## config.mk

```make
export PLATFORM = sky130hd
export DESIGN_NAME = req_arb16
export DESIGN_NICKNAME = d
export VERILOG_FILES = /design/src/rtl/req_arb16.sv
export SDC_FILE = /design/constraint.sdc
export NUM_CORES = 1
export LEC_CHECK = 0
export CAP_MARGIN = 20
export CELL_PAD_IN_SITES_DETAIL_PLACEMENT = 0
export CELL_PAD_IN_SITES_GLOBAL_PLACEMENT = 1
export CORE_ASPECT_RATIO = 0.75
export CORE_UTILIZATION = 32
export DETAILED_ROUTE_END_ITERATION = 10
export GPL_ROUTABILITY_DRIVEN = 0
export PLACE_DENSITY = 0.78
export SETUP_SLACK_MARGIN = 0.5
export SLEW_MARGIN = 20
export SYNTH_ARGS = -nofsm -noshare
export SYNTH_HDL_FRONTEND = slang
export SYNTH_SLANG_ARGS = --single-unit
```

## constraint.sdc

```tcl
create_clock -name clk -period 1.8 [get_ports clk]
set_input_delay 0.27 -clock clk [delete_from_list [all_inputs] [get_ports clk]]
set_output_delay 0.27 -clock clk [all_outputs]
set_load 0.1 [all_outputs]
```

## src/rtl/req_arb16.sv

```systemverilog
// req_arb16: sixteen-client request collector with a single-grant valid/ready/done arbiter.
// Define REQ_ARB16_RR_EN for round-robin selection; fixed priority (bit 0 first) otherwise.
module req_arb16 #(
    parameter int unsigned SERVE_MAX = 255
) (
    input  logic        clk,
    input  logic        rst,
    input  logic [15:0] req,
    output logic [15:0] pending,
    output logic        gnt_valid,
    output logic [3:0]  gnt_id,
    input  logic        gnt_ready,
    input  logic        done,
    output logic        busy,
    output logic        timeout,
    output logic        overflow,
    input  logic        ovf_clr
);
    typedef enum logic [1:0] {IDLE, OFFER, SERVE} state_t;
    state_t      state;
    logic [7:0]  cnt;
    logic [15:0] elig;
    logic [15:0] clr;
    logic [3:0]  sel;
    logic        accept;
    logic        ovf_hit;
`ifdef REQ_ARB16_RR_EN
    logic [3:0]  last;
    logic [15:0] above;
    // Clients after the last accepted one get first pick; wrap to all of pending when none remain.
    assign above = pending & (16'hFFFF << ({1'b0, last} + 5'd1));
    assign elig  = (above != 16'd0) ? above : pending;
`else
    assign elig  = pending;
`endif
    always_comb begin
        sel = 4'd0;
        for (int i = 15; i >= 0; i--)
            if (elig[i]) sel = 4'(i);
    end
    assign accept  = (state == OFFER) && gnt_ready;
    assign clr     = accept ? (16'd1 << gnt_id) : 16'd0;
    assign ovf_hit = |(req & pending & ~clr);
    always_ff @(posedge clk) begin
        if (rst) begin
            state     <= IDLE;
            pending   <= 16'd0;
            gnt_valid <= 1'b0;
            gnt_id    <= 4'd0;
            busy      <= 1'b0;
            timeout   <= 1'b0;
            overflow  <= 1'b0;
            cnt       <= 8'd0;
`ifdef REQ_ARB16_RR_EN
            last      <= 4'd15;
`endif
        end else begin
            pending  <= (pending & ~clr) | req;
            overflow <= ovf_hit | (overflow & ~ovf_clr);
            timeout  <= 1'b0;
            case (state)
                IDLE: if (|pending) begin
                    gnt_id    <= sel;
                    gnt_valid <= 1'b1;
                    state     <= OFFER;
                end
                OFFER: if (gnt_ready) begin
                    gnt_valid <= 1'b0;
                    busy      <= 1'b1;
                    cnt       <= 8'd0;
                    state     <= SERVE;
`ifdef REQ_ARB16_RR_EN
                    last      <= gnt_id;
`endif
                end
                SERVE: if (done) begin
                    busy  <= 1'b0;
                    state <= IDLE;
                end else if ({1'b0, cnt} + 9'd1 >= 9'(SERVE_MAX)) begin
                    busy    <= 1'b0;
                    timeout <= 1'b1;
                    state   <= IDLE;
                end else begin
                    cnt <= cnt + 8'd1;
                end
                default: state <= IDLE;
            endcase
        end
    end
endmodule

```

==> results.cfg <==
[cts]
h-tree-depth = 2
clk_latency_ns = 0.28
clock-root-buffer = clkbuf_8
cts.path.max_buffers = 2
cts_tree = built
cts.sinks = 34
clkTransAtPathRegs_ns = 0.06
cts_buffers = 5

[logic_synthesis]
async_reset_ff_share_pct = 0
ys_seq_elements = 34
synth_fp_nets = 262
ys.flop_type = dfxtp_1
synth_area_um2 = 1890
syn_avg_cell_area_um2 = 7.92
synth_seq_area_share_pct = 36.0
synth_cell_types = 52
synth_edf_count = 0
ys_warn_count = 0
syn_inst = 239

[global_route]
first_global_vias = 1939
antenna_found_initial = 0
grt_usage_pct = 20.7
grt_pass1_wl_mm = 10.1
grt_max_degree = 20
grt_overflow = 0

[power]
seq_power_share_pct = 38.9
internal-power_mw = 1.42
total_power_mw = 2.35
pwr-share-comb_pct = 37.8
p_leak_nw = 1.39
clkPwrFrac_pct = 23.3
peakVddDrop_mv = 0.395
netSwitchingPower_uw = 928
p_per_area_nw_per_um2 = 656
p_sw_share_pct = 39.5

[worst_setup_path]
r2r_start = cnt[0]
critPathArrivalTime_ns = 2.05
path_class = flip-flop to flip-flop
cp.required_ns = 2.00
reg2reg_depth = 7
r2r_slack_ns = -0.05
crit_path_max_fanout = 5
end_kind = flip-flop
startpoint = cnt[0]
cp-endpoint = cnt[2]
reg2reg_to = cnt[2]
cp-start-kind = flip-flop

[sta]
finalSetupViolCount = 4
fin_crit_sh_pct = 103
relSlewSlack_pct = 75.5
worst_pin_slew_ns = 0.364
max_freq_mhz = 541
setup_tns_ns = -0.0949
slew_viol_final = 0
finalHoldViolations = 0
period_minus_slack_ns = 1.85
rsz0062_at_grt = true
setup_ws_ns = -0.0488
finalClockSkew_ns = 0.0137

[cells_and_area]
layout_commonest_cell = buf_4
syn_to_final_growth_pct = 89.2
drive_gt1_share_pct = 57.1
fin_area_um2 = 3580
fillers = 466
n_antenna_cell = 0
multiInputGateArea_um2 = 1440
layout.area.seq_um2 = 773
final_nets = 367
layout_common_cells = buf_4 (55), dfxtp_4 (22), inv_1 (21)

[drt]
drc = 0
final_antenna_net_count = 0
first_iter_violations = 98
routed_wl_mm = 6.64
wl_per_cell_um = 15.8
vias_per_cell = 5.39
drtPass1Iterations = 4
vias = 2263

[job]
max_cap_viol_count = 0

[run_status]
violations = negative setup slack
status = finished, violations left

[floorplan]
fp.coreArea_um2 = 5530
num_io_pins = 45
rows = 23
initial_core_util_pct = 34.3
die_area_um2 = 6230
die_w_um = 90.8
die_h_um = 68.6

[placed_design]
port-buffer-count = 44
placement.cell_area_um2 = 3000
post-place-ws_ns = -0.387
dp_hpwl_mm = 4.50

[hold_path]
hold_path.class = flip-flop to flip-flop
-- how the worst min path moves through the flow --
stage / slack (ns) / to / cells past startpoint / start
after floorplan: 0.35 / timeout / 1 / done
after global placement: 0.47 / gnt_valid / 2 / gnt_valid
after detailed placement: 0.47 / gnt_valid / 2 / gnt_valid
after CTS: 0.48 / gnt_valid / 2 / gnt_valid
after global routing: 0.49 / gnt_valid / 2 / gnt_valid
final: 0.47 / gnt_valid / 2 / gnt_valid
-- cell usage after synthesis, types with 6 or more instances --
cell type  instances  area share (%)
o31ai_1            7             2.8
o211ai_1           6             2.4
nand3_1            6             1.6
dfxtp_1           34              36
a21oi_1           27             7.1
a211oi_1           6             2.4
nor3_1             9             2.4
nor2_1            17             3.4
nand2_1           18             3.6
inv_1             21             4.2
or3_1              7             2.3
o21ai_0           20             5.3
-- state kept, by name, summed over array words and instances (netlist names) --
signal and count:
pending 16, cnt 8, timeout 1, gnt_id 4
gnt_valid 1, overflow 1, state 2, busy 1
-- per-stage QoR --
step | util [%] | hold WS (ns) | cells
final | 64.8 | 0.474 | 420
after global routing | 64.8 | 0.492 | 420
after CTS | 60.7 | 0.482 | 409
after detailed placement | 54.3 | 0.473 | 391
after global placement | 54.3 | 0.466 | 391
after floorplan | - | 0.347 | 239
-- power groups by stage --
stage / sequential, mW / combinational, mW / clock, mW
2_1_floorplan: 1.19 / 0.180 / 0
3_5_place_dp: 0.920 / 0.751 / 0
3_3_place_gp: 0.918 / 0.750 / 0
6_report: 0.915 / 0.888 / 0.546
4_1_cts: 0.905 / 0.812 / 0.561
5_1_grt: 0.922 / 0.930 / 0.600
-- area by class of cell --
class	count	area share (%)
Timing Repair Buffer	106	31.0
Sequential cell	34	21.6
Clock buffer	6	2.03
Clock inverter	2	0.279
Multi-Input combinational cell	176	40.3
Inverter	21	2.20
Tap cell	75	2.62
-- per-layer routing --
layer  share of wire (%)  track usage (%)  wire [um]  up-vias
met3                 6.1             4.93        403        2
met1                  48             29.6       3210     1086
li1                    -                -          -     1108
met2                  45             31.7       2990       67
met4                0.51             4.56         34        0
met5                   0                0          0        -
-- timing repair --
action / in CTS / in global routing
pin swaps: 34 / 27
gates cloned: 1 / 0
gates resized for setup: 58 / 35
setup buffers: 9 / 11
hold buffers: 0 / 0
endpoints found under the setup margin: 32 / 33
hold endpoints to repair: 0 / 0
-- cells by family after synthesis --
group / share of synthesized area, %
compound gates: 29.4
fa+ha+maj: 1.32
buf+inv: 7.53
flops: 36.0
mux: 1.19
simple gates: 24.6
-- critical path: stages (launching register included) --
cell      delay, ns
dfxtp_4        0.37
buf_6          0.12
and3b_2        0.19
o211ai_1       0.28
a221oi_4       0.12
a21bo_4        0.25
or3_4          0.33
a21oi_2        0.11
Power figures use the tool's default switching activity.
